==> src/rtl/mix_round_sched.sv <==
// Round-robin scheduler for a shared iterative mixing core: grants the core to one
// of two requesters, strobes the seed load, issues the requested round steps and acks.
module mix_round_sched #(
    parameter int CNT_W = 8
) (
    input  logic             clk,
    input  logic             rst,
    input  logic [1:0]       req,
    input  logic [CNT_W-1:0] rounds0,
    input  logic [CNT_W-1:0] rounds1,
    input  logic             core_ready,
    output logic [1:0]       grant,
    output logic [1:0]       ack,
    output logic             core_load,
    output logic             core_step,
    output logic             core_sel,
    output logic [CNT_W-1:0] core_round,
    output logic             busy
);

    typedef enum logic [1:0] {
        IDLE = 2'd0,
        LOAD = 2'd1,
        RUN  = 2'd2,
        DONE = 2'd3
    } state_t;

    state_t           state_r;
    logic             sel_r;
    logic             last_grant_r;
    logic [CNT_W-1:0] remaining_r;
    logic             win_s;
    logic [CNT_W-1:0] win_rounds_s;

    function automatic logic [1:0] onehot(input logic idx);
        return idx ? 2'b10 : 2'b01;
    endfunction

    // Arbitration: a lone requester wins; under contention the one not served last wins
    always_comb begin
        win_s        = 1'b0;
        win_rounds_s = rounds0;
        if (req == 2'b11) begin
            win_s = ~last_grant_r;
        end else begin
            win_s = req[1];
        end
        if (win_s) begin
            win_rounds_s = rounds1;
        end else begin
            win_rounds_s = rounds0;
        end
    end

    // Step is the one combinational output so a ready core is never left idle a cycle
    assign core_step = (state_r == RUN) & core_ready;

    // Scheduler FSM with registered state-decoded outputs
    always_ff @(posedge clk) begin
        if (rst) begin
            state_r      <= IDLE;
            sel_r        <= 1'b0;
            last_grant_r <= 1'b1;
            remaining_r  <= {CNT_W{1'b0}};
            grant        <= 2'b00;
            ack          <= 2'b00;
            core_load    <= 1'b0;
            core_sel     <= 1'b0;
            core_round   <= {CNT_W{1'b0}};
            busy         <= 1'b0;
        end else begin
            case (state_r)
                IDLE: begin
                    if (req != 2'b00) begin
                        state_r     <= LOAD;
                        sel_r       <= win_s;
                        remaining_r <= win_rounds_s;
                        core_round  <= {CNT_W{1'b0}};
                        grant       <= onehot(win_s);
                        core_sel    <= win_s;
                        core_load   <= 1'b1;
                        busy        <= 1'b1;
                    end else begin
                        state_r <= IDLE;
                    end
                end
                LOAD: begin
                    core_load <= 1'b0;
                    if (remaining_r == {CNT_W{1'b0}}) begin
                        state_r <= DONE;
                        ack     <= onehot(sel_r);
                    end else begin
                        state_r <= RUN;
                    end
                end
                RUN: begin
                    if (core_ready) begin
                        remaining_r <= remaining_r - CNT_W'(1);
                        // The last step leaves core_round at rounds-1 so it can never wrap
                        if (remaining_r == CNT_W'(1)) begin
                            state_r <= DONE;
                            ack     <= onehot(sel_r);
                        end else begin
                            core_round <= core_round + CNT_W'(1);
                        end
                    end else begin
                        state_r <= RUN;
                    end
                end
                DONE: begin
                    state_r      <= IDLE;
                    last_grant_r <= sel_r;
                    ack          <= 2'b00;
                    grant        <= 2'b00;
                    core_sel     <= 1'b0;
                    busy         <= 1'b0;
                end
                default: begin
                    state_r   <= IDLE;
                    ack       <= 2'b00;
                    grant     <= 2'b00;
                    core_load <= 1'b0;
                    core_sel  <= 1'b0;
                    busy      <= 1'b0;
                end
            endcase
        end
    end

endmodule
==> config.mk <==
export PLATFORM = sky130hd
export DESIGN_NAME = mix_round_sched
export DESIGN_NICKNAME = d
export VERILOG_FILES = /design/src/rtl/mix_round_sched.sv
export SDC_FILE = /design/constraint.sdc
export NUM_CORES = 1
export LEC_CHECK = 0
export ABC_AREA = 1
export CAP_MARGIN = 10
export CORE_MARGIN = 2
export CORE_UTILIZATION = 35
export DETAILED_ROUTE_END_ITERATION = 16
export MAX_ROUTING_LAYER = met4
export PLACE_DENSITY = 0.65
export SLEW_MARGIN = 10
export SYNTH_ARGS = -nofsm -noshare
export SYNTH_HDL_FRONTEND = slang
export SYNTH_SLANG_ARGS = --single-unit
export TNS_END_PERCENT = 10
==> constraint.sdc <==
create_clock -name clk -period 2.5 [get_ports clk]
set_clock_uncertainty 0.1 [all_clocks]
set_input_delay 0.25 -clock clk [delete_from_list [all_inputs] [get_ports clk]]
set_output_delay 0.25 -clock clk [all_outputs]
set_load 0.01 [all_outputs]
---- Yosys cells after proc, flatten, opt, wreduce, memory -nomap -nowiden ----
Cells that the tools add are included.
word-level totals
  logic and storage cells ................. 65
  output and inout port bits .............. 16
  input port bits ......................... 21
  bits in registers ....................... 27
operators by class
  reduce and logical (&&, ||, !) cells .... 13
  bitwise logic cells ..................... 2
  equality and inequality tests ........... 11
  multiplexer cells ....................... 27
  add/sub/neg operators ................... 2
operator list
  cell                                                                      count
  8-bit two-way mux                                                         6
  8-bit one-hot mux with 2 select lines                                     2
  2-bit two-way mux                                                         8
  8-bit by 1-bit adder with 8-bit output (second input constant)            1
  8-bit by 1-bit equality test with 1-bit output (second input constant)    1
  8-bit zero test                                                           1
  2-bit inequality test (second input constant)                             4
  2-bit one-hot mux with 4 select lines                                     1
  4-bit AND reduction                                                       2
  2-bit nonzero test                                                        4
  8-bit by 1-bit subtractor with 8-bit output (second input constant)       1
  2-bit equality test (second input constant)                               3
  1-bit one-hot mux with 2 select lines                                     3
  2-bit one-hot mux with 3 select lines                                     1
  2-bit AND reduction                                                       3
  1-bit two-way mux                                                         5
  2-bit one-hot mux with 2 select lines                                     1
  3-bit by 2-bit inequality test with 1-bit output (second input constant)  1
  3-bit AND reduction                                                       1
  3-bit nonzero test                                                        1
  2-bit by 1-bit equality test with 1-bit output (second input constant)    1
  2-bit zero test                                                           1
  2-bit by 1-bit inequality test with 1-bit output (second input constant)  1
  1-bit AND                                                                 1
  1-bit NOT                                                                 1

---- Longest topological paths before layout ----
Gate-level depths: netlist of the first run.
  depth after elaboration ................. 5
  mapped depth ............................ 10
  mapped depth without buffers ............ 10

---- Least setup slack after synthesis of the first run ----
No wires, ideal clock.
  kind .................................... flip-flop to flip-flop
  start ................................... register state_r[0]
  end ..................................... register remaining_r[1]
  setup time .............................. 117 ps
  period minus slack after synthesis ...... 1524 ps
  setup slack ............................. 976 ps
  data arrival time ....................... 1307 ps
  cell stages (with the launch flop) ...... 11
  path through ............................ dfxtp_1 > inv_1 > ha_1 > inv_2 > nand2_1 > o21ai_2 > nor2_4 > buf_4 > o21ai_0 > nor2_1 > nor2_1
on the way
  cells in the longest elaborated chain, start to end .. 3
  elaborated cells on any way between the ends .. 7
  classes of those cells .................. eq/ne (3); mux (1); reduce/logical (3)
RTL lines
  element                                                                              line  RTL
  start: declaration                                                                   28    state_t state_r;
  start signal: assignment                                                             61    state_r <= IDLE;
  start signal: assignment                                                             75    state_r <= LOAD;
  start signal: assignment                                                             84    state_r <= IDLE;
  2-bit equality test / 2-bit zero test (equally long branches)                        72    case (state_r)
  2-bit inequality test (no source line) / 2-bit nonzero test (equally long branches)  n/a
  3-bit AND reduction (no source line)                                                 n/a
  end signal: assignment                                                               64    remaining_r <= {CNT_W{1'b0}};
  end signal: assignment                                                               77    remaining_r <= win_rounds_s;
  end signal: assignment                                                               98    remaining_r <= remaining_r - CNT_W'(1);
  end: declaration                                                                     31    logic [CNT_W-1:0] remaining_r;
Parallel ways exist; a longest one is shown, timed or not.
A chain may end at the register's enable or synchronous reset.

---- Worst setup path in the final report of the first run ----
  start ................................... register state_r[0]
  end ..................................... output port core_step
on the way
  cells in the longest elaborated chain, start to end .. 2
RTL lines
  element              line  RTL
  2-bit equality test  56    assign core_step = (state_r == RUN) & core_ready;
  1-bit AND            56
  end: declaration     15    output logic core_step,
No other way between the ends.

==> reports/metrics.cfg, run 1 <==
[run_status]
outcome=completed

[grt]
grt_pass1_wl_mm=6.84
groute.usage.overall_pct=16.7
grt_pass1_vias=1557
grt_max_degree=16
overflow=0
antenna_found_initial=0

[floorplan]
start_util_pct=36.9
core_area_mm2=0.00441
die_h_um=72.2
io_pins=37
die_x_um=72.2
rows=24
dieArea_mm2=0.00522

[detailed_routing]
via_per_inst=4.85
wl_per_cell_um=11.6
via_count=1665
drtPass1Iterations=4
first_iter_violations=71
wl_mm=3.96
drc=0
ant_nets=0

[worst_setup_path]
crit_path_frequent_cell=inv_1
r2r_cells=9
cp_max_fo=13
worst_setup_path_start_kind=flop
max_stage_delay_ns=0.53
r2r_end=core_round[7]
crit_chain=inv_1, ha_1, buf_4, nand2_1, inv_1, clkdlybuf4s50_1
slowest_stage=clkdlybuf4s50_1
cp.arrival_ns=1.86
critPathCaptureType=output pin
rrSetupSlack_ns=0.52
critPathRequiredTime_ns=2.15
crit-reg2reg-launch=state_r[0]
crit_type=flop to output pin

[clock_network]
cts.sinks=26
clk_latency_ns=0.28
cts_tree=yes
cts-resized-gates=0
post_cts_buffers=0
cts-root-buf=clkbuf_8
ctsHoldBuffers=0
cts.clk_slew.worst_paths_ns=0.09
cts-htree-levels=1
clockBufferDepth=2
cts_buffers=3

[power_and_ir_drop]
power.leakage_nw=0.898
peakVddDrop_v=0.000573
power.density_mw_per_mm2=974

[timing]
finalHoldViolations=0
max_freq_mhz=453
worst_pin_slew_ns=0.540
tns_ns=0
slew_violations=0
relSlewSlack_pct=63.6
timing.final.crit_share_pct=88.3
min_period_ns=2.21
rsz0062_at_grt=no
setup_viol=0

[final_layout]
syn_to_final_growth_pct=28.4
diodes=0
final_common_cell=nand2_1
drive_gt1_share_pct=6.19
final_cell_mix=nand2_1 (53), inv_1 (38), clkdlybuf4s50_1 (36), nor2_1 (27), a21oi_1 (27)
finish.utilization_pct=47.4
stdcell_area_mm2=0.00209
fin_nets=322
final_cells=343

[yosys]
synth_top_family_by_area=simple AND/OR/NAND/NOR gates
syn_area_per_cell_um2=6.39
syn-instance-count=255
yosysSeqAreaShare_pct=32.0
synth_xor_area_share_pct=0.538
synth_area_mm2=0.00163
synth_compound_area_share_pct=16.4
synth_cell_types=24
synth.area.mux_share_pct=0
ys_warn_count=0
synthAdderAreaFrac_pct=6.91
synthSimpleGateAreaFrac_pct=31.8
ys_ff_latch=26
syn_nets=285

[worst_hold_path]
hold-path-cell-count=2
min_to=grant[0]
hold_class=flop to flop
min_from=grant[0]

[placed_design]
place_area_mm2=0.00204
dp_hpwl_mm=2.98
dp.cells=339
gp_congestion=0.880
portBuffers=36

[flow_run]
maxCapViolCount=0

where the power goes:
part           internal, mW  switching [mW]
clock network         0.141           0.144
logic                 0.426           0.706
registers             0.530          0.0908
worst max-delay path by stage:
stage,start,to,slack (ns),cells past startpoint
floorplan,state_r[0],remaining_r[1],0.98,10
global placement,state_r[0],core_round[7],0.52,9
detailed placement,state_r[0],core_round[7],0.49,9
CTS,state_r[0],core_step,0.28,6
global route,state_r[0],core_step,0.17,6
finish,state_r[0],core_step,0.29,6
stage by stage:
stage                     power (mW)  setup slack (ns)  hold WS, ns
after global routing            2.24             0.173        0.396
final                           2.04             0.293        0.381
after global placement          1.76             0.523        0.364
after detailed placement        1.76             0.488        0.362
after floorplan                 1.46             0.976        0.336
after CTS                       2.05             0.278        0.384
synthesized netlist by cell type:
cell / instances / area (um2)
nor3_1: 3 / 15.0
or2_2: 2 / 12.5
o211ai_1: 1 / 7.51
xor2_1: 1 / 8.76
o21ai_2: 1 / 8.76
a31oi_1: 1 / 6.26
nand4_1: 7 / 43.8
o21ai_0: 20 / 100
inv_2: 1 / 3.75
buf_4: 3 / 22.5
nor2_4: 1 / 11.3
buf_6: 1 / 11.3
nand3_1: 22 / 110
nor2_2: 3 / 18.8
dfxtp_1: 26 / 521
buf_2: 2 / 10.0
a21oi_1: 27 / 135
clkbuf_1: 3 / 11.3
nand2_2: 1 / 6.26
nor2_1: 27 / 101
inv_1: 38 / 143
nand2_1: 53 / 199
ha_1: 9 / 113
o21ai_1: 2 / 10.0
flip-flops by register name (all words and copies together), names as in the netlist:
signal	count
core_round	8
state_r	2
grant	2
sel_r	1
last_grant_r	1
busy	1
core_load	1
ack	2
remaining_r	8
metal layers:
metal | vias to the layer above | share of wire (%) | GRT usage [%]
met1 | 731 | 47 | 21.3
li1 | 895 | - | -
met2 | 37 | 48 | 27.6
met3 | 2 | 4.5 | 3.19
met4 | 0 | 0.43 | 3.14
met5 | - | 0 | -
area by class of cell:
cell class                 instances  area, um2
sequential                        26        520
inverter                          39        146
tap                               52       65.1
fill                             471       2320
clock buffer                       4       55.1
timing repair buffer              41        398
multi-input combinational        181        907
critical path, delay by kind of cell (launching register included):
kind | cells | cell delay, ns
DFF | 1 | 0.35
buffers and inverters | 4 | 0.93
adders and majority gates | 1 | 0.20
and+or+nand+nor | 1 | 0.11
cells by family (layout without fill, tap and decap cells):
family,count (synthesis),in the layout
AO/OA/AOI/OAI,52,52
buffers and inverters,48,84
XOR/XNOR,1,1
AND/OR/NAND/NOR,119,119
flip-flops,26,26
adder cells (fa/ha/maj),9,9
Power figures use the tool's default switching activity.
==> run 2: changes to the inputs <==
--- a/config.mk
+++ b/config.mk
@@ -12,6 +12,7 @@
 export DETAILED_ROUTE_END_ITERATION = 16
 export MAX_ROUTING_LAYER = met4
 export PLACE_DENSITY = 0.65
+export REMOVE_ABC_BUFFERS = 1
 export SLEW_MARGIN = 10
 export SYNTH_ARGS = -nofsm -noshare
 export SYNTH_HDL_FRONTEND = slang
==> run 2 against run 1 <==
Net effect:
- clock power is 27% higher
- maximum frequency shrank 0.29%
- combinational power about the same
- worst hold slack worse by 0.011 ns
- via count fell by 1.1%
- largest power group unchanged
==> reports/metrics.cfg, run 2 (synthesis results as in run 1) <==
[worst_setup_path]
worst_setup_path_start_kind=flop
cp_max_fo=13
cp.arrival_ns=1.86
critPathRequiredTime_ns=2.15
crit_path_start=state_r[0]
critPathCaptureType=output pin
crit-reg2reg-launch=state_r[0]
r2r_cells=8
crit_type=flop to output pin

[final_layout]
multiInputGateArea_um2=907
final_common_cell=nand2_1
finish.utilization_pct=47.8
final_cell_mix=nand2_1 (53), inv_1 (38), clkdlybuf4s50_1 (36), nor2_1 (27), a21oi_1 (27)
drive_gt1_share_pct=6.19
syn_to_final_growth_pct=29.4
ff_latch_area_um2=520
fillers=458
fin_nets=322
final_cells=343
top_regs=core_round: 8 flops, remaining_r: 8 flops
diodes=0

[detailed_routing]
via_count=1647
first_iter_violations=183
drtPass1Iterations=4
via_per_inst=4.80
wl_per_cell_um=11.5
ant_nets=0
drc=0
wl_mm=3.95

[power_and_ir_drop]
power_frac_seq_pct=29.0
intPower_mw=1.18
power.leakage_nw=0.905
power.density_mw_per_mm2=1010
swShare_pct=44.7
peakVddDrop_v=0.000733
switching_power_mw=0.952
p_comb_share_pct=54.0
pwr-share-clk_pct=17.1

[clock_network]
cts_tree=yes
cts-root-buf=clkbuf_8
clockBufferDepth=2
cts.sinks=26
cts.clk_slew.worst_paths_ns=0.09
clk_latency_ns=0.28
ctsHoldBuffers=0
post_cts_buffers=0
cts-resized-gates=0
cts-htree-levels=1
cts_buffers=3

[floorplan]
start_util_pct=36.9
dieArea_mm2=0.00522
die_x_um=72.2
io_pins=37
rows=24
core_area_mm2=0.00441
die_h_um=72.2

[placed_design]
dp_hpwl_mm=2.90
pre_cts_ws_ns=0.503
gp_congestion=0.816
dp.cells=339
portBuffers=36

[timing]
slew_violations=0
setup_viol=0
relSlewSlack_pct=72.1
finalHoldViolations=0
min_period_ns=2.21
hold_ws_ns=0.370
fin_ws_ns=0.287
max_freq_mhz=452
tns_ns=0
rsz0062_at_grt=no
timing.final.crit_share_pct=88.5
worst_pin_slew_ns=0.418

[grt]
grt_max_degree=18
grt_pass1_vias=1601
overflow=0
groute.usage.overall_pct=17.1
grt_pass1_wl_mm=7.03
antenna_found_initial=0

[flow_run]
maxCapViolCount=0

[worst_hold_path]
hold_class=flop to flop
min_from=busy
hold-path-cell-count=2

[run_status]
outcome=completed

-- run 2: power by group through the flow --
stage | Sequential [mW] | Clock, mW | Combinational (mW)
after floorplan | 0.628 | 0 | 0.773
after global placement | 0.626 | 0 | 1.13
after detailed placement | 0.626 | 0 | 1.14
after CTS | 0.617 | 0.371 | 1.15
after global routing | 0.634 | 0.386 | 1.33
final | 0.617 | 0.363 | 1.15
-- run 2: layer usage --
metal | up-vias | global-route usage, % | wire [um]
met2 | 28 | 28.6 | 1830
li1 | 892 | - | -
met3 | 2 | 3.33 | 152
met1 | 725 | 22.0 | 1950
met5 | - | - | 0
met4 | 0 | 2.52 | 17
-- run 2: path summary, 6_finish.rpt --
check / end / slack, ns
max: core_step / 0.29
min: busy / 0.37
max reg2reg: remaining_r[4] / 0.47
min reg2reg: busy / 0.37
-- run 2: layout make-up --
| class | count | area share, % |
|---|---|---|
| multi-input combinational | 181 | 43.0 |
| sequential | 26 | 24.7 |
| timing repair buffer | 41 | 18.9 |
| inverter | 39 | 6.94 |
| tap | 52 | 3.09 |
| clock buffer | 3 | 1.96 |
| clock inverter | 1 | 1.42 |
-- run 2: stage by stage --
step	power, mW	area [um2]
2_1_floorplan	1.40	1570
3_3_place_gp	1.76	2040
3_5_place_dp	1.77	2040
4_1_cts	2.14	2110
5_1_grt	2.35	2110
6_report	2.13	2110
-- run 2: critical path, cell delays in order (launching register included) --
cell and delay (ns):
dfxtp_1 0.34, inv_1 0.14, ha_1 0.20, buf_4 0.20
nand2_1 0.12, inv_1 0.07, clkdlybuf4s50_1 0.52
